## src/rtl/common.sv

```systemverilog
// Shared types and constants for the NMI arbiter and its button front-ends.
package common;

    localparam int unsigned DEBOUNCE_FRAMES     = 2;
    localparam int unsigned NMI_TIMEOUT_FRAMES  = 4;
    localparam int unsigned SERVICE_LOW_STROBES = 2;

    localparam logic [15:0] NMI_VECTOR  = 16'h0066;
    localparam logic [15:0] STATUS_PORT = 16'hFEFF;

    typedef enum logic [1:0] {
        NMI_SRC_NONE  = 2'd0,
        NMI_SRC_MAGIC = 2'd1,
        NMI_SRC_DIV   = 2'd2,
        NMI_SRC_PAUSE = 2'd3
    } nmi_src_t;

    typedef enum logic [2:0] {
        ST_IDLE,
        ST_SYNC,
        ST_ASSERT,
        ST_SERVICE,
        ST_HOLDOFF
    } arb_state_t;

    // Pending vector bit order: [0] magic, [1] div, [2] pause.
    function automatic nmi_src_t pick_winner(input logic [2:0] pend);
        if (pend[0]) return NMI_SRC_MAGIC;
        if (pend[1]) return NMI_SRC_DIV;
        if (pend[2]) return NMI_SRC_PAUSE;
        return NMI_SRC_NONE;
    endfunction

    function automatic logic [2:0] src_mask(input nmi_src_t src);
        case (src)
            NMI_SRC_MAGIC: return 3'b001;
            NMI_SRC_DIV:   return 3'b010;
            NMI_SRC_PAUSE: return 3'b100;
            default:       return 3'b000;
        endcase
    endfunction

endpackage

```

## src/rtl/cpu_bus.sv

```systemverilog
// Z80 bus strobes as seen by peripherals; all strobes active-high.
interface cpu_bus;
    logic        mreq;
    logic        m1;
    logic        rd;
    logic        wr;
    logic        ioreq;
    logic [15:0] a;
    logic [7:0]  d;

    modport arb (input mreq, m1, rd, wr, ioreq, a, d);
    modport cpu (output mreq, m1, rd, wr, ioreq, a, d);
endinterface

```

## src/rtl/btn_debounce.sv

```systemverilog
// Two-flop synchroniser plus frame-strobe debouncer; emits a one-cycle pulse
// on each accepted 0->1 transition.
module btn_debounce
    import common::*;
(
    input  logic rst_n,
    input  logic clk28,
    input  logic btn,
    input  logic strobe,
    output logic rise
);
    localparam int unsigned CW = 3;
    localparam logic [CW-1:0] CNT_MAX = '1;

    logic          sync1_q, sync2_q;
    logic          sample_q, sample_d;
    logic          level_q, level_d;
    logic [CW-1:0] cnt_q, cnt_d;

    always_ff @(posedge clk28 or negedge rst_n) begin
        if (!rst_n) begin
            sync1_q  <= 1'b0;
            sync2_q  <= 1'b0;
            sample_q <= 1'b0;
            level_q  <= 1'b0;
            cnt_q    <= '0;
        end else begin
            sync1_q  <= btn;
            sync2_q  <= sync1_q;
            sample_q <= sample_d;
            level_q  <= level_d;
            cnt_q    <= cnt_d;
        end
    end

    // cnt counts consecutive strobes that saw the same synchronised level.
    always_comb begin
        sample_d = sample_q;
        cnt_d    = cnt_q;
        level_d  = level_q;
        if (strobe) begin
            if (sync2_q == sample_q) begin
                if (cnt_q != CNT_MAX) cnt_d = cnt_q + 1'b1;
            end else begin
                sample_d = sync2_q;
                cnt_d    = CW'(1);
            end
            if (cnt_d >= CW'(DEBOUNCE_FRAMES)) level_d = sync2_q;
        end
    end

    assign rise = level_d & ~level_q;

endmodule

```

## src/rtl/nmi_arbiter.sv

```systemverilog
// Arbitrates magic/div/pause NMI requests onto the single Z80 NMI line,
// with frame-aligned assertion, vector-fetch acknowledge and a status port.
module nmi_arbiter
    import common::*;
(
    input  logic       rst_n,
    input  logic       clk28,
    cpu_bus.arb        bus,
    input  logic       n_int,
    input  logic       n_int_next,
    input  logic       btn_magic,
    input  logic       btn_div,
    input  logic       btn_pause,
    input  logic       magic_busy,
    input  logic       div_busy,
    input  logic       magic_map,
    output logic       n_nmi,
    output nmi_src_t   nmi_src,
    output logic       nmi_ack,
    output logic [7:0] d_out,
    output logic       d_out_active
);
    arb_state_t state_q, state_d;
    nmi_src_t   src_q, src_d;
    logic [2:0] pend_q, pend_d;
    logic [2:0] tcnt_q, tcnt_d;
    logic [1:0] lcnt_q, lcnt_d;
    logic       timeout_q, timeout_d;
    logic       rd_act_q, rd_act_d;

    logic       strobe, vec_fetch, vec_ack, expire, svc_done, owner_busy;
    logic       st_hit, rd_hit, wr_clr;
    logic [2:0] rise, set_req;

    assign strobe    = n_int & ~n_int_next;
    assign vec_fetch = bus.m1 & bus.mreq & (bus.a == NMI_VECTOR);
    assign vec_ack   = (state_q == ST_ASSERT) & vec_fetch;
    assign st_hit    = magic_map & bus.ioreq & (bus.a == STATUS_PORT);
    assign rd_hit    = st_hit & bus.rd;
    assign wr_clr    = st_hit & bus.wr & bus.d[7];
    assign owner_busy = (src_q == NMI_SRC_DIV) ? div_busy : magic_busy;

    btn_debounce u_db_magic (.rst_n(rst_n), .clk28(clk28), .btn(btn_magic), .strobe(strobe), .rise(rise[0]));
    btn_debounce u_db_div   (.rst_n(rst_n), .clk28(clk28), .btn(btn_div),   .strobe(strobe), .rise(rise[1]));
    btn_debounce u_db_pause (.rst_n(rst_n), .clk28(clk28), .btn(btn_pause), .strobe(strobe), .rise(rise[2]));

    always_ff @(posedge clk28 or negedge rst_n) begin
        if (!rst_n) state_q <= ST_IDLE;
        else        state_q <= state_d;
    end

    // Vector fetch is checked before expiry so a same-cycle fetch wins.
    always_comb begin
        state_d = state_q;
        case (state_q)
            ST_IDLE:    if (|pend_q) state_d = ST_SYNC;
            ST_SYNC:    if (strobe)  state_d = ST_ASSERT;
            ST_ASSERT: begin
                if (vec_fetch)   state_d = ST_SERVICE;
                else if (expire) state_d = ST_HOLDOFF;
            end
            ST_SERVICE: if (svc_done) state_d = ST_HOLDOFF;
            ST_HOLDOFF: if (strobe)   state_d = ST_IDLE;
            default:    state_d = ST_IDLE;
        endcase
    end

    always_comb begin
        n_nmi        = ~((state_q == ST_ASSERT) & ~vec_fetch);
        nmi_ack      = vec_ack;
        nmi_src      = src_q;
        d_out_active = rd_act_q;
        d_out        = {timeout_q, 1'b0, src_q, pend_q[2], pend_q[1], pend_q[0], n_nmi};
    end

    always_ff @(posedge clk28 or negedge rst_n) begin
        if (!rst_n) begin
            src_q     <= NMI_SRC_NONE;
            pend_q    <= '0;
            tcnt_q    <= '0;
            lcnt_q    <= '0;
            timeout_q <= 1'b0;
            rd_act_q  <= 1'b0;
        end else begin
            src_q     <= src_d;
            pend_q    <= pend_d;
            tcnt_q    <= tcnt_d;
            lcnt_q    <= lcnt_d;
            timeout_q <= timeout_d;
            rd_act_q  <= rd_act_d;
        end
    end

    always_comb begin
        tcnt_d = '0;
        if (state_q == ST_ASSERT) begin
            tcnt_d = tcnt_q;
            if (strobe && tcnt_q != '1) tcnt_d = tcnt_q + 1'b1;
        end
        expire = (state_q == ST_ASSERT) & strobe & (tcnt_d >= 3'(NMI_TIMEOUT_FRAMES));

        lcnt_d = '0;
        if (state_q == ST_SERVICE) begin
            lcnt_d = lcnt_q;
            if (strobe) begin
                if (owner_busy)        lcnt_d = '0;
                else if (lcnt_q != '1) lcnt_d = lcnt_q + 1'b1;
            end
        end
        svc_done = (state_q == ST_SERVICE) & strobe & ~owner_busy &
                   (lcnt_d >= 2'(SERVICE_LOW_STROBES));

        src_d = src_q;
        if (state_q == ST_IDLE && |pend_q)     src_d = pick_winner(pend_q);
        else if (state_q == ST_HOLDOFF && strobe) src_d = NMI_SRC_NONE;

        // The source being serviced cannot re-arm itself until service ends.
        set_req = rise;
        if (state_q == ST_SERVICE) set_req = rise & ~src_mask(src_q);
        pend_d = pend_q | set_req;
        if (vec_ack) pend_d = pend_d & ~src_mask(src_q);

        timeout_d = (timeout_q & ~wr_clr) | (expire & ~vec_fetch);
        rd_act_d  = rd_hit;
    end

endmodule
```

## src/flat_wrapper.sv

```systemverilog
// flat-port wrapper written by rule: the top's interface ports become plain ports
module nmi_arbiter_flat import common::*;
  (rst_n, clk28, n_int, n_int_next, btn_magic, btn_div, btn_pause, magic_busy, div_busy, magic_map, n_nmi, nmi_src, nmi_ack, d_out, d_out_active, bus_mreq, bus_m1, bus_rd, bus_wr, bus_ioreq, bus_a, bus_d);
  cpu_bus bus_i ();
  input  logic rst_n;
  input  logic clk28;
  input  logic n_int;
  input  logic n_int_next;
  input  logic btn_magic;
  input  logic btn_div;
  input  logic btn_pause;
  input  logic magic_busy;
  input  logic div_busy;
  input  logic magic_map;
  output logic n_nmi;
  output nmi_src_t nmi_src;
  output logic nmi_ack;
  output logic [7:0] d_out;
  output logic d_out_active;
  input wire logic [$bits(bus_i.mreq)-1:0] bus_mreq;
  input wire logic [$bits(bus_i.m1)-1:0] bus_m1;
  input wire logic [$bits(bus_i.rd)-1:0] bus_rd;
  input wire logic [$bits(bus_i.wr)-1:0] bus_wr;
  input wire logic [$bits(bus_i.ioreq)-1:0] bus_ioreq;
  input wire logic [$bits(bus_i.a)-1:0] bus_a;
  input wire logic [$bits(bus_i.d)-1:0] bus_d;
  assign bus_i.mreq = bus_mreq;
  assign bus_i.m1 = bus_m1;
  assign bus_i.rd = bus_rd;
  assign bus_i.wr = bus_wr;
  assign bus_i.ioreq = bus_ioreq;
  assign bus_i.a = bus_a;
  assign bus_i.d = bus_d;
  nmi_arbiter u_core (.rst_n(rst_n), .clk28(clk28), .bus(bus_i), .n_int(n_int), .n_int_next(n_int_next), .btn_magic(btn_magic), .btn_div(btn_div), .btn_pause(btn_pause), .magic_busy(magic_busy), .div_busy(div_busy), .magic_map(magic_map), .n_nmi(n_nmi), .nmi_src(nmi_src), .nmi_ack(nmi_ack), .d_out(d_out), .d_out_active(d_out_active));
endmodule
```

## config.mk

```make
export PLATFORM = sky130hd
export DESIGN_NAME = nmi_arbiter_flat
export DESIGN_NICKNAME = d
export VERILOG_FILES = /design/src/rtl/common.sv /design/src/rtl/cpu_bus.sv /design/src/rtl/btn_debounce.sv /design/src/rtl/nmi_arbiter.sv /design/src/flat_wrapper.sv
export SDC_FILE = /design/constraint.sdc
export NUM_CORES = 1
export LEC_CHECK = 0
export ABC_AREA = 1
export BUFFER_PORTS_ARGS = -buffer_cell sky130_fd_sc_hd__buf_4
export CAP_MARGIN = 5
export CORE_ASPECT_RATIO = 0.8
export CORE_MARGIN = 8
export CORE_UTILIZATION = 35
export DETAILED_ROUTE_END_ITERATION = 8
export GPL_TIMING_DRIVEN = 1
export PLACE_DENSITY = 0.56
export RECOVER_POWER = 50
export SLEW_MARGIN = 20
export SYNTH_ARGS = -nofsm -noshare
export SYNTH_HDL_FRONTEND = slang
export SYNTH_SLANG_ARGS = --single-unit
```

## constraint.sdc

```tcl
create_clock -name clk28 -period 1.55 [get_ports clk28]
set_input_delay 0.31 -clock clk28 [delete_from_list [all_inputs] [get_ports clk28]]
set_output_delay 0.31 -clock clk28 [all_outputs]
set_load 0.01 [all_outputs]
```

Word level (Yosys, flattened, before mapping)
Cells that the tools add are included.
- add/sub/neg operators: 5
- magnitude comparators: 5
- mux-type cells: 51
- bitwise gates (word level): 37
- reduce and logical (&&, ||, !) cells: 10
- eq/ne operators: 22
- operators by type and width (operator ; count):
    $mux 3 ; 21
    $mux 2 ; 12
    $and 1x1->1 ; 20
    $eq 16x16->1 const B ; 1
    $eq 16x7->1 const B ; 1
    $mux 1 ; 16
    $pmux 3 s5 ; 1
    $add 3x1->3 const B ; 4
    $ne 3x3->1 const B ; 4
    $not 1->1 ; 11
    $ge 3x2->1 const B ; 3
    $pmux 3 s3 ; 1
    $ne 2x1->1 const B ; 4
    $and 3x3->3 ; 2
    $eq 3x2->1 const B ; 2
    $not 3->3 ; 2
    $reduce_and 2->1 ; 3
    $reduce_and 5->1 ; 1
    $eq 2x2->1 const B ; 2
    $eq 1x1->1 ; 3
    $eq 3x1->1 const B ; 1
    $eq 3x3->1 const B ; 1
    $ge 3x3->1 const B ; 1
    $logic_and 1x1->1 ; 3
    10 further kinds ; 10
- bits in registers: 36
- output and inout bits: 13

Logic depth before layout (Yosys ltp)
- word-level depth: 13
- gate-level depth with buffers: 10

By module
Synthesis repeated with hierarchy kept, for this count alone.
- cell total of the unflattened synthesis: 256
- area, all modules: 1996.9 sq um
- by module, submodules not included (module ; area an instance (sq um) ; instances ; seq. area each (sq um) ; cells an instance):
    nmi_arbiter ; 1032.2 ; 1 ; 375.4 ; 148
    btn_debounce ; 321.6 ; 3 ; 175.2 ; 36

Worst setup path after synthesis
No wires, ideal clock.
- path type: register to register
- start point: register u_core.tcnt_q[0]
- end point: register u_core.state_q[0]
- data required time: 1.433 ns
- arrival: 1.366 ns
- slack: 0.068 ns
- clock period less this slack: 1.482 ns
- stages on the path, launching flop included: 11
- cell sequence: dfrtp_1 ha_1 ha_1 inv_1 nand3_1 nand2_1 nand4_1 nand3_2 nand2_2 nand2_1 nand2_1
- word-level cells in the longest chain between the ends: 8
- elaborated cells between the ends (all ways): 9
- RTL lines (item ; RTL line ; RTL):
    from (decl) ; nmi_arbiter.sv:26 ; logic [2:0] tcnt_q, tcnt_d;
    from (signal assigned) ; nmi_arbiter.sv:87 ; tcnt_q <= tcnt_d;
    parallel branches: the longest is 2 deep, another holds $add 3x1->3 ; -- ;
    $mux 3 (*) ; nmi_arbiter.sv:98 ; if (strobe && tcnt_q != '1) tcnt_d = tcnt_q + 1'b1;
    $mux 3 (*) ; nmi_arbiter.sv:96 ; if (state_q == ST_ASSERT) begin
    $ge 3x3->1 (*) ; nmi_arbiter.sv:100 ; expire = (state_q == ST_ASSERT) & strobe & (tcnt_d >= 3'(NMI_TIMEOUT_FRAMES));
    $and 1x1->1 (*) ; nmi_arbiter.sv:100 ;
    $ne 3x1->1 (no source line) (*) ; -- ;
    $reduce_and 5->1 (no source line) (*) ; -- ;
    to (signal assigned) ; nmi_arbiter.sv:49 ; else state_q <= state_d;
    to (decl) ; nmi_arbiter.sv:23 ; arb_state_t state_q, state_d;
Mark *: on every way between the ends.
A chain may end at the register's enable or synchronous reset.

Final worst setup path
- start point: register u_core.state_q[2]
- end point: output port nmi_ack
- word-level cells in the longest chain between the ends: 2
- RTL lines (item ; RTL line ; RTL):
    $eq 3x2->1 ; nmi_arbiter.sv:37 ; assign vec_ack = (state_q == ST_ASSERT) & vec_fetch;
    $and 1x1->1 ; nmi_arbiter.sv:37 ;
    to (decl) ; flat_wrapper.sv:17 ; output logic nmi_ack;
No other way between the ends.

==> impl_metrics.tcl <==
set metrics [dict create \
    met3WireLength_um 147 \
    grt_pass1_wl_um 8090 \
    cts_root_buf "clkbuf_8" \
    start_util_pct 35.9 \
    slowest_stage "dfrtp_1" \
    vias 1773 \
    whs_ps 151 \
    fmax_ghz 0.640 \
    synthCells 257 \
    clock_sinks 36 \
    layout_setup_ws_ps -13.5 \
    ios 52 \
    n_antenna_cell 0 \
    clk_pin_slew_ps 70 \
    drt-total-wl_um 4770 \
    total_power_uw 3140 \
    startpoint_type "register" \
    rows 24 \
    status "finished, violations left" \
    highest_layer "met4" \
    hold-path-endpoint "u_core.u_db_magic.sync1_q" \
    cap_violations 0 \
    worstHoldStart "btn_magic" \
    cts_tree "yes" \
    slowest_delay_ps 400 \
    seq_area_frac_synth_pct 46.5 \
    met2WireLength_um 2180 \
    ys_types 23 \
    layout-drive-gt1-share_pct 28.2 \
    postPlaceCellArea_um2 2380 \
    ant_nets 0 \
    nFillCells 551 \
    num-nets-final 366 \
    antenna_found_initial 0 \
    die_w_um 99.2 \
    ys_warn_count 0 \
    clk_latency_ps 290 \
    period_share_pct 101 \
    drt_iter0_drc 83 \
    slew_headroom_pct 40.0 \
    reg2reg_slack_ps 40 \
    place_ws_ps 15.3 \
    critPathKind "reg -> out" \
    syn_to_final_growth_pct 36.1 \
    cts_inserted_buffers 5 \
    cp_cell_sequence "inv_2 > nand2_4 > nor2_4 > nand4_1 > inv_1 > buf_6" \
    failed_checks "negative setup slack" \
    grt_pass1_vias 1753 \
    startpoint "u_core.state_q[2]" \
    multi_input_area_um2 936 \
    synth_nets 301 \
    dp_hpwl_um 3540 \
    finalHoldViolCount 0 \
    vias_per_cell 4.57 \
    setup_viol 1 \
    io_buffer_count 43 \
    grt_max_degree 37 \
    cts_max_level 2 \
    dieArea_um2 8190 \
    slew_viol_final 0 \
    leakage_uw 0.00140 \
    grt_usage_pct 12.3 \
    dr.pass1.iters 4 \
    r2r_start "u_core.tcnt_q[1]" \
    holdPathStages 1 \
    p_per_area_nw_per_um2 1190 \
    coreArea_um2 5410 \
    cts.path.max_buffers 2 \
    min_period_ps 1560 \
    r2r-end "u_core.state_q[1]" \
    tightest_slew_ps 900 \
    die_h_um 82.6 \
    rsz0062_at_grt "yes" \
    skew_ps 7.68 \
    route.detailed.drc 0 \
    seqCellArea_um2 901 \
    cp-end-kind "output port" \
    syn_area_um2 1940 \
    arrival_ps 1250 \
    rr_worst_depth 10 \
    crit_fanout 4 \
    overflow 0 \
    synth.avg_cell_area_um2 7.55 \
    ir_worst_vdd_mv 0.605 \
    wl_met1_um 2400 \
    wl_per_cell_um 12.3 \
    finish.instance_area_um2 2640 \
    ys_ff_latch 36 \
    cp_data_required_time_ps 1240 \
    min_path_type "in -> reg" \
    gp_congestion 0.811 \
]
[worst max-delay path by stage]
stage | end | slack (ps)
floorplan | u_core.state_q[0] | 70
global placement | u_core.state_q[1] | 20
finish | nmi_ack | -10
CTS | nmi_ack | -50
detailed placement | u_core.state_q[1] | 20
global route | nmi_ack | -100
[where the power goes]
| part | internal (uW) | leakage (uW) | switching [uW] |
|---|---|---|---|
| Combinational | 490 | 0.000895 | 591 |
| Clock | 477 | 0.0000552 | 328 |
| Sequential | 1120 | 0.000446 | 142 |
| Total | 2080 | 0.00140 | 1060 |
[repair_timing]
action                                  in CTS  in global routing
buffers inserted                             7                  6
endpoints found under the hold margin       36                  0
endpoints found under the setup margin       4                  8
pin swaps                                    7                 10
resized for setup                            7                 10
hold buffers                                 1                  0
[sequential cells by signal, indices dropped and copies added, names as in the netlist, 2 cells and up]
register / count
u_core.pend_q: 3
u_core.state_q: 3
u_core.tcnt_q: 3
u_core.u_db_div.cnt_q: 3
u_core.u_db_magic.cnt_q: 3
u_core.u_db_pause.cnt_q: 3
u_core.lcnt_q: 2
u_core.nmi_src: 2
[per-layer routing]
layer  vias up  GRT usage [%]
li1        948              -
met1       789           15.9
met2        31           19.9
met3         5           2.76
met4         0           4.22
met5         -              0
[cells by family after synthesis]
family	Yosys count	synth area share (%)
xor gates and xnor gates	7	3.16
adders and majority gates	5	3.23
buffers and inverters	36	8.26
DFF	36	46.5
AOI/OAI and AO/OA	23	6.65
and+or+nand+nor	149	32.1
other	1	0.193
[cell usage after synthesis]
| library cell | count | area, um2 |
|---|---|---|
| buf_2 | 2 | 10.0 |
| nand4_1 | 4 | 25.0 |
| nor3_1 | 6 | 30.0 |
| buf_4 | 6 | 45.0 |
| ha_1 | 5 | 62.6 |
| a21oi_1 | 10 | 50.1 |
| nor2_1 | 30 | 113 |
| nand2_1 | 83 | 312 |
| conb_1 | 1 | 3.75 |
| o21ai_0 | 6 | 30.0 |
| or2_2 | 1 | 6.26 |
| o2111ai_1 | 1 | 8.76 |
| a21oi_2 | 1 | 8.76 |
| dfrtp_1 | 36 | 901 |
| nor2_2 | 1 | 6.26 |
| and2_1 | 1 | 6.26 |
| nand3_1 | 19 | 95.1 |
| o22ai_1 | 3 | 18.8 |
| a31oi_1 | 2 | 12.5 |
| nand2_2 | 3 | 18.8 |
| xor2_1 | 7 | 61.3 |
| nand3_2 | 1 | 10.0 |
| inv_1 | 28 | 105 |
[worst max-delay path, delay by kind of cell, from the launching register on]
family	cells	cell delay [ps]
DFF	1	400
buffers and inverters	3	270
and+or+nand+nor	3	290
[layout by cell type (no fill, tap or decap), types with 2 or more instances in the layout]
cell and instances:
dfrtp_1 36, nor3_1 5, xor2_1 7, nand3_1 16
o21ai_0 6, o22ai_1 3, nand4_1 4, clkbuf_8 5
inv_1 26, a21oi_1 10, nand3_2 4, nand2_2 6
a31oi_1 2, inv_2 2, ha_1 3, nand2_1 79
nor2_1 29, clkbuf_4 4, clkbuf_1 2, buf_4 57
[metrics by stage]
step           TNS (ps)  cells  utilization [%]
2_1_floorplan         0    257                -
3_3_place_gp          0    367             44.0
5_1_grt            -368    388             48.8
4_1_cts           -46.0    383             47.5
6_report          -13.5    388             48.8
3_5_place_dp          0    367             44.0
[layout make-up]
cell class / count / area share (%)
multi-input combinational: 185 / 35.5
sequential: 36 / 34.1
timing repair buffer: 66 / 19.3
inverter: 28 / 3.98
tap: 65 / 3.08
clock buffer: 6 / 2.75
clock inverter: 2 / 1.33
Note: power is estimated with default switching activity, not from simulation.
